File: config.mk
export PLATFORM = sky130hd
export DESIGN_NAME = console_dma_master_flat
export DESIGN_NICKNAME = d
export VERILOG_FILES = /design/src/rtl/console_dma_master_if.sv /design/src/rtl/console_dma_master.sv /design/src/flat_wrapper.sv
export SDC_FILE = /design/constraint.sdc
export NUM_CORES = 1
export LEC_CHECK = 0
export ABC_AREA = 1
export CAP_MARGIN = 5
export CORE_UTILIZATION = 40
export CTS_BUF_LIST = sky130_fd_sc_hd__clkbuf_4 sky130_fd_sc_hd__clkbuf_8
export DETAILED_ROUTE_END_ITERATION = 7
export PLACE_DENSITY = 0.65
export SLEW_MARGIN = 20
export SYNTH_ARGS = -nofsm -noshare
export SYNTH_HDL_FRONTEND = slang
export SYNTH_SLANG_ARGS = --single-unit
export TNS_END_PERCENT = 20
File: constraint.sdc
create_clock -name clk -period 4.3 [get_ports clk]
set_clock_uncertainty 0.1 [all_clocks]
set_input_delay 0.645 -clock clk [delete_from_list [all_inputs] [get_ports clk]]
set_output_delay 0.645 -clock clk [all_outputs]
set_load 0.01 [all_outputs]
File: src/rtl/console_dma_master_if.sv
// Bus-side interface of the console DMA master: E/Q phase clocks, BA/BS grant,
// address/data buses with separate drive enables (the tristate is in the top level).
interface console_dma_master_if;
    logic        e;
    logic        q;
    logic        bus_available;
    logic        bus_status;
    logic [7:0]  data_in;
    logic        n_breq;
    logic [15:0] address_out;
    logic        addr_oe;
    logic        r_nw;
    logic [7:0]  data_out;
    logic        data_oe;

    modport master (
        input  e, q, bus_available, bus_status, data_in,
        output n_breq, address_out, addr_oe, r_nw, data_out, data_oe
    );

    modport slave (
        output e, q, bus_available, bus_status, data_in,
        input  n_breq, address_out, addr_oe, r_nw, data_out, data_oe
    );
endinterface

File: src/rtl/console_dma_master.sv
// Block-copy DMA master that steals the CPU bus via BREQ and runs read/write cycle pairs.
// Define CONSOLE_DMA_BURST_LIMIT_EN to hand the bus back for one E period every 14 bus cycles.
module console_dma_master (
    input  logic                        clk,
    input  logic                        n_reset,
    input  logic                        start,
    input  logic [15:0]                 src_addr,
    input  logic [15:0]                 dst_addr,
    input  logic [7:0]                  length,
    output logic                        busy,
    output logic                        done,
    output logic                        err,
    console_dma_master_if.master        bus
);

    typedef enum logic [2:0] {IDLE, REQ, RD, WR, RELEASE} state_t;

    state_t      state, state_n;
    logic        e_q, q_q;
    logic        e_fall, q_rise, grant, abort;
    logic [15:0] src, src_n, dst, dst_n;
    logic [8:0]  count, count_n, count_dec;
    logic [7:0]  hold, hold_n;
    logic        drop, drop_n, drop_addr, drop_addr_n;
    logic        n_breq_n, addr_oe_n, r_nw_n, data_oe_n;
    logic [15:0] address_n;
    logic [7:0]  data_out_n;
    logic        busy_n, done_n, err_n;
`ifdef CONSOLE_DMA_BURST_LIMIT_EN
    localparam logic [3:0] BURST_MAX = 4'd14;
    logic [3:0]  burst, burst_n;
`endif

    assign e_fall    = e_q & ~bus.e;
    assign q_rise    = ~q_q & bus.q;
    assign grant     = bus.bus_available & bus.bus_status;
    assign abort     = e_fall & ~grant & ((state == RD) | (state == WR));
    assign count_dec = count - 9'd1;

    always_comb begin
        // NOTE: every target gets its hold value first, so no path through the case can infer a latch.
        state_n     = state;
        src_n       = src;
        dst_n       = dst;
        count_n     = count;
        hold_n      = hold;
        n_breq_n    = bus.n_breq;
        addr_oe_n   = bus.addr_oe;
        r_nw_n      = bus.r_nw;
        data_oe_n   = bus.data_oe;
        address_n   = bus.address_out;
        data_out_n  = bus.data_out;
        busy_n      = busy;
        done_n      = 1'b0;
        err_n       = err;
        drop_n      = 1'b0;
        drop_addr_n = 1'b0;
`ifdef CONSOLE_DMA_BURST_LIMIT_EN
        burst_n     = burst;
`endif

        // Write data is held one clk past the E fall; the address goes with it if the bus is handed back.
        if (drop) begin
            data_oe_n = 1'b0;
            if (drop_addr) begin
                addr_oe_n = 1'b0;
                r_nw_n    = 1'b1;
            end
        end

        if (abort) begin
            state_n   = IDLE;
            busy_n    = 1'b0;
            done_n    = 1'b1;
            err_n     = 1'b1;
            n_breq_n  = 1'b1;
            addr_oe_n = 1'b0;
            data_oe_n = 1'b0;
            r_nw_n    = 1'b1;
        end else begin
            case (state)
                IDLE: begin
                    if (start && !done) begin
                        state_n  = REQ;
                        busy_n   = 1'b1;
                        err_n    = 1'b0;
                        n_breq_n = 1'b0;
                        src_n    = src_addr;
                        dst_n    = dst_addr;
                        count_n  = (length == 8'd0) ? 9'd256 : {1'b0, length};
                    end
                end
                REQ: begin
                    if (e_fall && grant) begin
                        state_n = RD;
`ifdef CONSOLE_DMA_BURST_LIMIT_EN
                        burst_n = '0;
`endif
                    end
                end
                RD: begin
                    if (e_fall) begin
                        hold_n  = bus.data_in;
                        src_n   = src + 16'd1;
                        state_n = WR;
`ifdef CONSOLE_DMA_BURST_LIMIT_EN
                        burst_n = burst + 4'd1;
`endif
                    end else if (q_rise) begin
                        address_n = src;
                        r_nw_n    = 1'b1;
                        addr_oe_n = 1'b1;
                    end
                end
                WR: begin
                    if (e_fall) begin
                        dst_n   = dst + 16'd1;
                        count_n = count_dec;
                        drop_n  = 1'b1;
`ifdef CONSOLE_DMA_BURST_LIMIT_EN
                        burst_n = burst + 4'd1;
`endif
                        if (count_dec == 9'd0) begin
                            state_n     = IDLE;
                            busy_n      = 1'b0;
                            done_n      = 1'b1;
                            n_breq_n    = 1'b1;
                            drop_addr_n = 1'b1;
                        end
`ifdef CONSOLE_DMA_BURST_LIMIT_EN
                        else if (burst_n == BURST_MAX) begin
                            state_n     = RELEASE;
                            n_breq_n    = 1'b1;
                            drop_addr_n = 1'b1;
                        end
`endif
                        else begin
                            state_n = RD;
                        end
                    end else if (q_rise) begin
                        address_n  = dst;
                        r_nw_n     = 1'b0;
                        data_out_n = hold;
                        data_oe_n  = 1'b1;
                    end
                end
                RELEASE: begin
                    if (e_fall) begin
                        state_n  = REQ;
                        n_breq_n = 1'b0;
                    end
                end
                default: state_n = IDLE;
            endcase
        end
    end

    // NOTE: non-blocking assignments here so every flop samples the pre-edge values of the others.
    always_ff @(posedge clk or negedge n_reset) begin
        if (!n_reset) begin
            state           <= IDLE;
            e_q             <= 1'b0;
            q_q             <= 1'b0;
            src             <= '0;
            dst             <= '0;
            count           <= '0;
            hold            <= '0;
            drop            <= 1'b0;
            drop_addr       <= 1'b0;
            bus.n_breq      <= 1'b1;
            bus.addr_oe     <= 1'b0;
            bus.r_nw        <= 1'b1;
            bus.data_oe     <= 1'b0;
            bus.address_out <= '0;
            bus.data_out    <= '0;
            busy            <= 1'b0;
            done            <= 1'b0;
            err             <= 1'b0;
`ifdef CONSOLE_DMA_BURST_LIMIT_EN
            burst           <= '0;
`endif
        end else begin
            state           <= state_n;
            e_q             <= bus.e;
            q_q             <= bus.q;
            src             <= src_n;
            dst             <= dst_n;
            count           <= count_n;
            hold            <= hold_n;
            drop            <= drop_n;
            drop_addr       <= drop_addr_n;
            bus.n_breq      <= n_breq_n;
            bus.addr_oe     <= addr_oe_n;
            bus.r_nw        <= r_nw_n;
            bus.data_oe     <= data_oe_n;
            bus.address_out <= address_n;
            bus.data_out    <= data_out_n;
            busy            <= busy_n;
            done            <= done_n;
            err             <= err_n;
`ifdef CONSOLE_DMA_BURST_LIMIT_EN
            burst           <= burst_n;
`endif
        end
    end

endmodule

File: src/flat_wrapper.sv
// flat-port wrapper written by rule: the top's interface ports become plain ports
module console_dma_master_flat 
  (clk, n_reset, start, src_addr, dst_addr, length, busy, done, err, bus_e, bus_q, bus_bus_available, bus_bus_status, bus_data_in, bus_n_breq, bus_address_out, bus_addr_oe, bus_r_nw, bus_data_out, bus_data_oe);
  console_dma_master_if bus_i ();
  input  logic clk;
  input  logic n_reset;
  input  logic start;
  input  logic [15:0] src_addr;
  input  logic [15:0] dst_addr;
  input  logic [7:0] length;
  output logic busy;
  output logic done;
  output logic err;
  input wire logic [$bits(bus_i.e)-1:0] bus_e;
  input wire logic [$bits(bus_i.q)-1:0] bus_q;
  input wire logic [$bits(bus_i.bus_available)-1:0] bus_bus_available;
  input wire logic [$bits(bus_i.bus_status)-1:0] bus_bus_status;
  input wire logic [$bits(bus_i.data_in)-1:0] bus_data_in;
  output wire logic [$bits(bus_i.n_breq)-1:0] bus_n_breq;
  output wire logic [$bits(bus_i.address_out)-1:0] bus_address_out;
  output wire logic [$bits(bus_i.addr_oe)-1:0] bus_addr_oe;
  output wire logic [$bits(bus_i.r_nw)-1:0] bus_r_nw;
  output wire logic [$bits(bus_i.data_out)-1:0] bus_data_out;
  output wire logic [$bits(bus_i.data_oe)-1:0] bus_data_oe;
  assign bus_i.e = bus_e;
  assign bus_i.q = bus_q;
  assign bus_i.bus_available = bus_bus_available;
  assign bus_i.bus_status = bus_bus_status;
  assign bus_i.data_in = bus_data_in;
  assign bus_n_breq = bus_i.n_breq;
  assign bus_address_out = bus_i.address_out;
  assign bus_addr_oe = bus_i.addr_oe;
  assign bus_r_nw = bus_i.r_nw;
  assign bus_data_out = bus_i.data_out;
  assign bus_data_oe = bus_i.data_oe;
  console_dma_master u_core (.clk(clk), .n_reset(n_reset), .start(start), .src_addr(src_addr), .dst_addr(dst_addr), .length(length), .busy(busy), .done(done), .err(err), .bus(bus_i));
endmodule
### After elaboration in Yosys (flattened, before gate mapping)

Cells that the tools add are included.

| storage, ports and cells | value |
|---|---|
| register bits | 87 |
| bits of input ports | 55 |
| output and inout bits | 31 |
| logic and storage cells | 134 |

| cells by class | value |
|---|---|
| add/sub/neg operators | 3 |
| equal/unequal tests | 17 |
| muxes and demuxes | 63 |
| bitwise gates (word level) | 11 |
| reduce and logical (&&, ||, !) cells | 22 |

Operators by type and width:

| kind | number |
|---|---|
| $mux 16 | 8 |
| $pmux 16 s2 | 3 |
| $mux 1 | 37 |
| $add 16x1->16 const B | 2 |
| $mux 9 | 3 |
| $mux 3 | 6 |
| $pmux 9 s2 | 1 |
| $reduce_and 4->1 | 4 |
| $ne 3x1->1 const B | 5 |
| $pmux 3 s5 | 1 |
| $ne 2x1->1 const B | 5 |
| $reduce_and 5->1 | 2 |
| $reduce_bool 2->1 | 5 |
| $logic_not 9->1 | 1 |
| $sub 9x1->9 const B | 1 |
| $logic_not 8->1 | 1 |
| $eq 3x2->1 const B | 2 |
| $reduce_and 6->1 | 1 |
| $and 1x1->1 | 5 |
| $not 1->1 | 5 |
| $ne 2x2->1 const B | 2 |
| $pmux 1 s2 | 2 |
| $reduce_bool 4->1 | 1 |
| $eq 3x1->1 const B | 1 |
| 11 further kinds | 12 |

### Depth between registers and ports, before layout

Gate-level depths: netlist of the first run.

| depth | value |
|---|---|
| depth in word-level cells | 6 |
| mapped depth | 12 |
| gate-level depth less buffers | 12 |

### Worst setup path before layout of the first run

No wires, ideal clock.

| timing path | value |
|---|---|
| kind | register -> register |
| start | register u_core.state[0] |
| end | register u_core.src[5] |
| setup time | 0.124 ns |
| arrival time | 1.568 ns |
| data required time | 4.076 ns |
| path slack | 2.508 ns |
| stages on the path, launching flop included | 11 |
| path buffers | 1 |
| clock period less this slack | 1.792 ns |
| path through | dfrtp_1 > inv_1 > ha_1 > buf_6 > nor2_1 > nand3b_4 > o21ai_2 > nor3_4 > inv_2 > a21oi_1 > a21oi_2 |

| between the ends | value |
|---|---|
| word-level cells in the longest chain between the ends | 5 |
| elaborated cells between the ends (all ways) | 11 |
| those cells by class | eq/ne (4); mux (1); bitwise (3); reduce/logical (3) |

Ends and longest elaborated chain:

| element | line | RTL |
|---|---|---|
| start: declaration | console_dma_master.sv:18 | `state_t state, state_n;` |
| start signal: assignment | console_dma_master.sv:183 | `state <= state_n;` |
| $eq 3x2->1 (on tied branches) | console_dma_master.sv:37, console_dma_master.sv:81 |  |
| $or 1x1->1 | console_dma_master.sv:37 | `assign abort = e_fall & ~grant & ((state == RD) \| (state == WR));` |
| $and 1x1->1 | console_dma_master.sv:37 |  |
| $not 1->1 (no source line) | - |  |
| $reduce_and 4->1 (no source line) | - |  |
| end signal: assignment | console_dma_master.sv:186 | `src <= src_n;` |
| end: declaration | console_dma_master.sv:21 | `logic [15:0] src, src_n, dst, dst_n;` |

Parallel ways exist; a longest one is shown, timed or not.
A chain may end at the register's enable or synchronous reset.

### Worst setup path in the final report of the first run

| timing path | value |
|---|---|
| start | register u_core.state[0] |
| end | register u_core.bus.address_out[0] |

| between the ends | value |
|---|---|
| word-level cells in the longest chain between the ends | 5 |
| elaborated cells between the ends (all ways) | 12 |
| those cells by class | eq/ne (6); mux (1); bitwise (3); reduce/logical (2) |

Ends and longest elaborated chain:

| element | line | RTL |
|---|---|---|
| $eq 3x2->1 | console_dma_master.sv:37, console_dma_master.sv:81 |  |
| $or 1x1->1 | console_dma_master.sv:37 |  |
| $and 1x1->1 | console_dma_master.sv:37 |  |
| $not 1->1 (no source line) | - |  |
| $reduce_and 6->1 (no source line) | - |  |
| end signal: assignment | console_dma_master.sv:196 | `bus.address_out <= address_n;` |
| end: declaration | console_dma_master_if.sv:18 | `output n_breq, address_out, addr_oe, r_nw, data_out, data_oe` |

Parallel ways exist; a longest one is shown, timed or not.

==> results of run 1 <==
==> worst max-delay path, stage by stage (launching register included) <==
cell and delay (ps):
dfrtp_1 430, inv_1 110, ha_1 750, inv_2 320, nor2_1 370, nand2_2 130, nand2_2 430, o211ai_1 180
nand2_1 90
==> per-stage QoR <==
stage	power [mW]	std cells	cell area [µm²]	hold WS, ps	util [%]
finish	4.32	827	5890	208	51.0
global route	4.70	827	5890	263	51.0
CTS	4.35	827	5890	231	51.0
detailed placement	3.78	811	5700	358	49.3
global placement	3.70	811	5700	352	49.3
floorplan	3.06	605	4800	249	-
==> cell usage in the layout, fill, tap and decap left out, types with 4 or more instances in the layout <==
master and n:
o21ai_1 14, buf_4 5, clkdlybuf4s50_1 84, a21oi_1 31, nand4_1 8, nand2_1 143, nor3_1 7, xor2_1 4
ha_1 8, inv_1 57, inv_2 6, clkbuf_8 11, nor2_2 5, o21ai_0 47, a31oi_1 20, nor2_1 59
nand3_1 31, o211ai_1 9, dfrtp_1 84
==> flip-flops by register name, indices dropped and copies added (netlist names), 2 cells and up <==
register and cells:
u_core.bus.address_out 16, u_core.dst 16, u_core.src 16, u_core.count 9
u_core.bus.data_out 8, u_core.hold 8, u_core.state 2
==> worst max-delay path by stage <==
stage	end	cells after the start
finish	u_core.bus.address_out[0]	8
global route	u_core.bus.address_out[4]	8
CTS	u_core.bus.address_out[0]	8
detailed placement	u_core.bus.address_out[8]	8
global placement	u_core.dst[9]	10
floorplan	u_core.src[5]	10
==> logic make-up (layout without fill, tap and decap cells) <==
kind of cell | count (synthesis) | count (layout) | synth area share, %
AOI/OAI and AO/OA | 137 | 137 | 16.6
xor gates and xnor gates | 6 | 6 | 1.09
adders and majority gates | 8 | 8 | 2.09
buffers and inverters | 89 | 168 | 8.13
DFF | 86 | 86 | 44.9
muxes | 3 | 3 | 0.704
and+or+nand+nor | 276 | 276 | 26.5
==> power groups by stage <==
stage          sequential, mW  combinational (mW)  clock, mW
3_5_place_dp             1.57                2.21          0
3_3_place_gp             1.56                2.14          0
4_1_cts                  1.56                2.22      0.570
2_1_floorplan            1.53                1.54          0
5_1_grt                  1.62                2.47      0.612
6_report                 1.56                2.20      0.548
==> per-layer routing <==
metal	global-route usage (%)	vias to the layer above	wire length, µm
met2	33.2	106	5620
met5	0	-	0
li1	-	2155	-
met4	8.47	0	223
met1	26.6	2046	5580
met3	3.92	15	550
==> area by class of cell <==
| type | instances | area, µm² | share of cell area [%] |
|---|---|---|---|
| multi-input cells | 430 | 2260 | 38.3 |
| flip-flops and latches | 86 | 2150 | 36.6 |
| repair buffers | 89 | 878 | 14.9 |
| inverters | 63 | 236 | 4.01 |
| well taps | 143 | 179 | 3.04 |
| clock buffers | 12 | 159 | 2.70 |
| clock inverters | 4 | 31.3 | 0.531 |
==> impl_metrics.py, run 1 <==
metrics = {
    "setup_path": {
        "r2r.worst_path.cells": 8,
        "startpoint": "u_core.state[0]",
        "rr_startpoint": "u_core.state[0]",
        "arrival_ps": 3200,
        "crit_type": "reg -> reg",
        "start_kind": "flop",
        "r2r_slack_ps": 1320,
        "critPathMaxFanout": 31,
        "r2r_end": "u_core.bus.address_out[0]",
        "end_kind": "flop",
        "cp.required_ps": 4520,
    },
    "global_routing": {
        "grt_max_degree": 57,
        "first_global_vias": 4149,
        "grt.overflow.total": 0,
        "grt_pass1_wl_um": 20100,
        "antenna_found_initial": 0,
        "grt_usage_pct": 20.4,
    },
    "routing": {
        "via_count": 4322,
        "dr.pass1.iters": 6,
        "wl_um": 12000,
        "drtIter0Drc": 301,
        "vias_per_cell": 5.23,
        "drc": 14,
        "ant_nets": 0,
        "wl_per_cell_um": 14.5,
    },
    "floorplan": {
        "pin_count": 86,
        "rows": 39,
        "die_area_um2": 12400,
        "core_area_um2": 11600,
        "initial_core_util_pct": 41.5,
        "fp.dieW_um": 112,
        "die-height_um": 112,
    },
    "final_layout": {
        "drive_gt1_share_pct": 9.06,
        "area_growth_pct": 22.8,
        "insertedDiodeCount": 0,
        "layout.nets": 742,
        "nFillCells": 1150,
    },
    "placed_design": {
        "dpl.hpwl_um": 8670,
        "portBuffers": 85,
        "pre_cts_ws_ps": 1340,
        "place.gp.congestion": 0.877,
    },
    "clock_tree": {
        "clockBufferDepth": 2,
        "post_cts_resized": 0,
        "h-tree-depth": 3,
        "cts_buffers": 9,
        "cts_tree": "yes",
        "cts-root-buf": "clkbuf_8",
        "clock_latency_ps": 380,
        "postCtsSetupBuffers": 0,
        "clkTransAtPathRegs_ps": 90,
        "ctsHoldBuffers": 0,
        "numClockSinks": 86,
    },
    "synth": {
        "synth_ff_type": "dfrtp_1",
        "ys_seq_elements": 86,
        "syn_inst": 605,
        "yosysSeqAreaShare_pct": 44.9,
        "synth_area_per_cell_um2": 7.94,
        "yosys.area.top_type": "dfrtp_1",
        "synth_top_cell_area_share_pct": 43.8,
        "syn-num-nets": 668,
        "syn_area_um2": 4800,
        "yosys-top-cells-area": "dfrtp_1, nand2_1, o21ai_0",
        "synth_common_cells": "nand2_1, dfrtp_1, nor2_1",
        "synth_async_sr_flop_share_pct": 100,
        "synth_cell_type_count": 48,
        "synth_most_common_cell": "nand2_1",
        "yosysWarnings": 0,
        "synth_edf_count": 0,
    },
    "timing": {
        "report.final.slew_viol_count": 0,
        "tightest_slew_ps": 887,
        "max_slew_margin_pct": 40.9,
        "finalCriticalPeriod_ps": 2980,
        "finalSetupViolCount": 0,
        "final_hold_viol_count": 0,
        "grt_setup_unrepaired": "false",
        "setup-tns-final_ps": 0,
        "fin_ws_ps": 1320,
        "fmax_mhz": 335,
        "fin_crit_sh_pct": 69.4,
    },
    "run": {
        "drv_cap": 0,
    },
    "power": {
        "leakagePower_nw": 2.64,
        "clockPowerShare_pct": 12.7,
        "p_sw_share_pct": 45.4,
        "ir_drop_mv": 0.315,
        "pwr-share-comb_pct": 51.1,
        "power.density_nw_per_um2": 732,
        "pwr-share-seq_pct": 36.2,
        "p_switching_mw": 1.96,
        "internal_power_mw": 2.36,
    },
    "worst_hold_path": {
        "hold_path_class": "in -> async",
    },
    "outcome": {
        "outcome": "finished, violations left",
        "violations": "DRC",
    },
}
Power figures use the tool's default switching activity.
==> run 2: changes to the inputs <==
==> constraint.sdc (replaced) <==
create_clock -name clk -period 3 [get_ports clk]
set_clock_uncertainty 0.1 [all_clocks]
set_input_delay 0.45 -clock clk [delete_from_list [all_inputs] [get_ports clk]]
set_output_delay 0.45 -clock clk [all_outputs]
set_load 0.01 [all_outputs]
==> impl_metrics.py, run 2 (same netlist as run 1, synthesis figures left out) <==
metrics = {
    "timing": {
        "setup-tns-final_ps": 0,
        "fin_crit_sh_pct": 80.3,
        "max_slew_margin_pct": 56.2,
        "finalSetupViolCount": 0,
        "final_hold_viol_count": 9,
        "grt_setup_unrepaired": "false",
        "finalCriticalPeriod_ps": 2410,
        "tightest_slew_ps": 656,
        "fin_ws_ps": 591,
        "whs_ps": -9.05,
        "report.final.slew_viol_count": 0,
        "fmax_mhz": 415,
    },
    "setup_path": {
        "crit_type": "reg -> reg",
        "critPathMaxFanout": 14,
        "end_kind": "flop",
        "startpoint": "u_core.state[0]",
        "rr_startpoint": "u_core.state[0]",
        "arrival_ps": 2610,
        "start_kind": "flop",
        "cp.required_ps": 3200,
    },
    "floorplan": {
        "fp.dieW_um": 112,
        "initial_core_util_pct": 41.5,
        "rows": 39,
        "core_area_um2": 11600,
        "die_area_um2": 12400,
        "pin_count": 86,
        "die-height_um": 112,
    },
    "routing": {
        "vias_per_cell": 5.28,
        "wl_met1_um": 5620,
        "wl_met3_um": 593,
        "wl_um": 12000,
        "ant_nets": 0,
        "dr.pass1.iters": 7,
        "via_count": 4391,
        "route.met2.wl_um": 5510,
        "wl_per_cell_um": 14.4,
        "drtIter0Drc": 269,
        "highest_layer": "met4",
        "drc": 7,
    },
    "clock_tree": {
        "cts_buffers": 9,
        "clockBufferDepth": 2,
        "clkTransAtPathRegs_ps": 90,
        "cts-root-buf": "clkbuf_8",
        "postCtsSetupBuffers": 0,
        "cts_tree": "yes",
        "h-tree-depth": 3,
        "numClockSinks": 86,
        "ctsHoldBuffers": 0,
        "post_cts_resized": 0,
        "clock_latency_ps": 380,
    },
    "power": {
        "leakagePower_nw": 2.68,
        "power.density_nw_per_um2": 1060,
        "design_power_total_mw": 6.31,
        "ir_drop_mv": 0.434,
    },
    "final_layout": {
        "layout.nets": 747,
        "final_cell_mix": "nand2_1, clkdlybuf4s50_1, dfrtp_1",
        "nFillCells": 1149,
        "final-instance-count-excl-fill": 832,
        "area_growth_pct": 24.0,
        "layout_commonest_cell": "nand2_1",
        "reg_top3": "u_core.bus.address_out (16), u_core.dst (16), u_core.src (16)",
        "drive_gt1_share_pct": 9.72,
        "insertedDiodeCount": 0,
    },
    "outcome": {
        "violations": "DRC, hold timing",
        "outcome": "finished, violations left",
    },
    "placed_design": {
        "pre_cts_ws_ps": 471,
        "dpl.hpwl_um": 8660,
        "portBuffers": 85,
        "place.gp.congestion": 0.837,
        "post-place-cells": 816,
    },
    "run": {
        "drv_cap": 0,
    },
    "global_routing": {
        "antenna_found_initial": 0,
        "grt_max_degree": 87,
        "grt.overflow.total": 0,
        "grt_pass1_wl_um": 20300,
        "grt_usage_pct": 20.5,
        "first_global_vias": 4265,
    },
    "worst_hold_path": {
        "hold_path_class": "in -> async",
    },
}
[run 2: cell types whose count changed in the layout (fill, tap and decap cells not counted)]
| cell | change |
|---|---|
| buf_4 | +4 |
| clkbuf_8 | -2 |
| clkinv_2 | +2 |
| clkinvlp_4 | -2 |
| buf_12 | +1 |
| bufinv_16 | +1 |
| clkbuf_4 | -1 |
| clkinv_4 | +1 |
| inv_6 | +1 |
[run 2: path summary, 6_finish.rpt]
path,to,slack (ps),cells past startpoint
max,u_core.src[3],590,8
min,u_core.count[8],-9,2
max reg2reg,u_core.src[3],590,8
min reg2reg,u_core.bus.n_breq,370,2
max in group asynchronous,u_core.bus.r_nw,2430,2
min in group clk,u_core.bus.n_breq,370,2
[run 2: final cells by class]
type	instances	area, µm²	area share, %
multi-input combinational	430	2260	37.9
sequential	86	2150	36.2
inverter	63	236	3.97
clock buffer	9	124	2.08
timing repair buffer	94	928	15.6
tap	143	179	3.01
clock inverter	7	73.8	1.24
[run 2: per-stage QoR]
stage          util [%]  hold slack [ps]  instance area (µm²)
4_1_cts            51.5             7.49                 5950
3_5_place_dp       49.8              362                 5750
2_1_floorplan         -             54.4                 4800
5_1_grt            51.5             25.1                 5950
3_3_place_gp       49.8              356                 5750
6_report           51.5            -9.05                 5950
[run 2: report_power, final]
group	internal (mW)	total [mW]	switching (mW)
Clock	0.388	0.856	0.468
Sequential	1.73	2.24	0.517
Combinational	1.35	3.21	1.86
Total	3.46	6.31	2.85
[run 2: critical path: stages (launching register included)]
cell and delay [ps]:
dfrtp_1 400, inv_1 90, ha_1 260, inv_2 260, nor2_1 170, nor3_4 570
buf_4 260, o21ai_1 90, a22oi_2 130
[run 2: metal layers]
metal | vias to the layer above | GRT usage, %
li1 | 2166 | -
met1 | 2090 | 27.4
met2 | 113 | 32.5
met3 | 22 | 4.03
met4 | 0 | 8.56
met5 | - | 0
==> run 3: changes to the inputs <==
--- a/config.mk
+++ b/config.mk
@@ -10,7 +10,7 @@
 export CORE_UTILIZATION = 40
 export CTS_BUF_LIST = sky130_fd_sc_hd__clkbuf_4 sky130_fd_sc_hd__clkbuf_8
 export DETAILED_ROUTE_END_ITERATION = 7
-export PLACE_DENSITY = 0.65
+export PLACE_DENSITY = 0.67
 export SLEW_MARGIN = 20
 export SYNTH_ARGS = -nofsm -noshare
 export SYNTH_HDL_FRONTEND = slang
==> constraint.sdc (replaced) <==
create_clock -name clk -period 2.05 [get_ports clk]
set_clock_uncertainty 0.1 [all_clocks]
set_input_delay 0.3075 -clock clk [delete_from_list [all_inputs] [get_ports clk]]
set_output_delay 0.3075 -clock clk [all_outputs]
set_load 0.01 [all_outputs]
==> impl_metrics.py, run 3 (same netlist as run 1, synthesis figures left out) <==
metrics = {
    "timing": {
        "fin_crit_sh_pct": 95.8,
        "fmax_mhz": 509,
        "tightest_slew_ps": 507,
        "setup-tns-final_ps": 0,
        "finalCriticalPeriod_ps": 1960,
        "grt_setup_unrepaired": "true",
        "final_hold_viol_count": 0,
        "finalSetupViolCount": 0,
        "fin_ws_ps": 87.0,
        "report.final.slew_viol_count": 0,
        "max_slew_margin_pct": 66.2,
    },
    "setup_path": {
        "startpoint": "u_core.state[0]",
        "endpoint": "u_core.src[5]",
        "rr_startpoint": "u_core.state[0]",
        "end_kind": "flop",
        "path_cells": "inv_1 > ha_1 > nor2_1 > nand3b_4 > o21ai_2 > nor3_4 > buf_12 > inv_2 > a21oi_1 > a21oi_2",
        "slowest_stage": "dfrtp_1",
        "cp.required_ps": 2220,
        "start_kind": "flop",
        "arrival_ps": 2130,
        "critPathMaxFanout": 18,
        "r2r_slack_ps": 90,
        "crit_cells": 10,
        "r2r_end": "u_core.src[5]",
        "cp_num_buf_inv": 3,
        "critPathMaxStageDelay_ps": 410,
        "r2r.worst_path.cells": 10,
        "crit_type": "reg -> reg",
        "cpLargestDelayFamily": "simple AND/OR/NAND/NOR gates",
    },
    "global_routing": {
        "antenna_found_initial": 0,
        "grt_usage_pct": 20.7,
        "grt_util_met2_pct": 34.3,
        "gr-max-usage-layer": "met2",
        "met1_usage_pct": 27.2,
        "grt_max_degree": 37,
        "grtUsageMet3_pct": 3.81,
        "first_global_vias": 4359,
        "grt_pass1_wl_um": 20700,
        "grt.overflow.total": 0,
    },
    "final_layout": {
        "layout.nets": 766,
        "drive_gt1_share_pct": 12.6,
        "multiInputGateArea_um2": 2270,
        "final_cell_mix": "nand2_1, clkdlybuf4s50_1, dfrtp_1",
        "reg_top3": "u_core.bus.address_out (16), u_core.dst (16), u_core.src (16)",
        "register_area_um2": 2150,
        "insertedDiodeCount": 0,
        "area_growth_pct": 29.0,
        "layout_commonest_cell": "nand2_1",
        "nFillCells": 1116,
    },
    "power": {
        "ir_drop_mv": 0.734,
        "design_power_total_mw": 9.68,
        "internal_power_mw": 5.43,
        "p_switching_mw": 4.26,
        "clockPowerShare_pct": 12.9,
        "pwr-share-comb_pct": 53.4,
        "p_sw_share_pct": 43.9,
        "pwr-share-seq_pct": 33.7,
        "power.density_nw_per_um2": 1560,
        "leakagePower_nw": 2.79,
    },
    "floorplan": {
        "rows": 39,
        "initial_core_util_pct": 41.5,
        "die-height_um": 112,
        "die_area_um2": 12400,
        "fp.dieW_um": 112,
        "pin_count": 86,
        "core_area_um2": 11600,
    },
    "routing": {
        "dr.pass1.iters": 7,
        "wl_per_cell_um": 14.3,
        "drc": 7,
        "via_count": 4444,
        "ant_nets": 0,
        "wl_um": 12200,
        "drtIter0Drc": 248,
        "vias_per_cell": 5.22,
    },
    "clock_tree": {
        "postCtsSetupBuffers": 0,
        "clkTransAtPathRegs_ps": 90,
        "numClockSinks": 86,
        "clockBufferDepth": 2,
        "h-tree-depth": 3,
        "cts_buffers": 9,
        "cts-root-buf": "clkbuf_8",
        "clock_latency_ps": 370,
        "cts_tree": "yes",
    },
    "placed_design": {
        "place.gp.congestion": 0.884,
        "portBuffers": 85,
        "dpl.hpwl_um": 9030,
        "pre_cts_ws_ps": 0.599,
    },
    "outcome": {
        "outcome": "finished, violations left",
        "violations": "DRC",
    },
    "worst_hold_path": {
        "hold_path_class": "in -> async",
    },
    "run": {
        "drv_cap": 0,
    },
}
-- run 3: worst min-delay path by stage --
stage	startpoint	slack [ps]	endpoint
floorplan	n_reset	-90	u_core.bus.addr_oe
finish	n_reset	340	u_core.count[8]
global route	bus_q	340	u_core.q_q
CTS	bus_q	330	u_core.q_q
detailed placement	n_reset	210	u_core.count[5]
global placement	n_reset	210	u_core.count[5]
-- run 3: area by class of cell --
type	count	area share [%]
timing repair buffer	113	18.5
clock buffer	9	2.00
tap	143	2.89
sequential	86	34.8
inverter	63	3.82
multi-input combinational	430	36.7
clock inverter	7	1.29
-- run 3: worst reg2reg max path: cells and delay by family, from the launching register on --
kind / cells / cell delay (ps)
compound gates: 3 / 310
fa+ha+maj: 1 / 240
buf+inv: 3 / 350
flops: 1 / 410
simple gates: 3 / 460
-- run 3: power groups by stage --
| stage | registers, mW | logic [mW] | clock network [mW] |
|---|---|---|---|
| after CTS | 3.26 | 5.17 | 1.28 |
| after detailed placement | 3.28 | 5.14 | 0 |
| after floorplan | 3.21 | 3.22 | 0 |
| after global placement | 3.26 | 5.00 | 0 |
| after global routing | 3.38 | 5.80 | 1.35 |
| final | 3.26 | 5.17 | 1.25 |
-- run 3: through the flow --
step | utilization [%] | instances | area, µm² | hold WS (ps)
floorplan | - | 605 | 4800 | -88.1
global placement | 51.6 | 834 | 5960 | 210
detailed placement | 51.6 | 834 | 5960 | 212
CTS | 53.4 | 851 | 6180 | 334
global route | 53.6 | 851 | 6190 | 345
finish | 53.6 | 851 | 6190 | 337
-- run 3: repair_timing --
| action | in CTS | in global routing |
|---|---|---|
| hold buffers | 1 | 0 |
| endpoints found under the hold margin | 31 | 0 |
| gates resized for setup | 0 | 7 |
| endpoints found under the setup margin | 0 | 20 |
-- run 3: layer usage --
layer,share of wire [%],up-vias
li1,-,2213
met1,46,2062
met2,47,145
met3,4.9,24
met4,2.1,0
met5,0,-
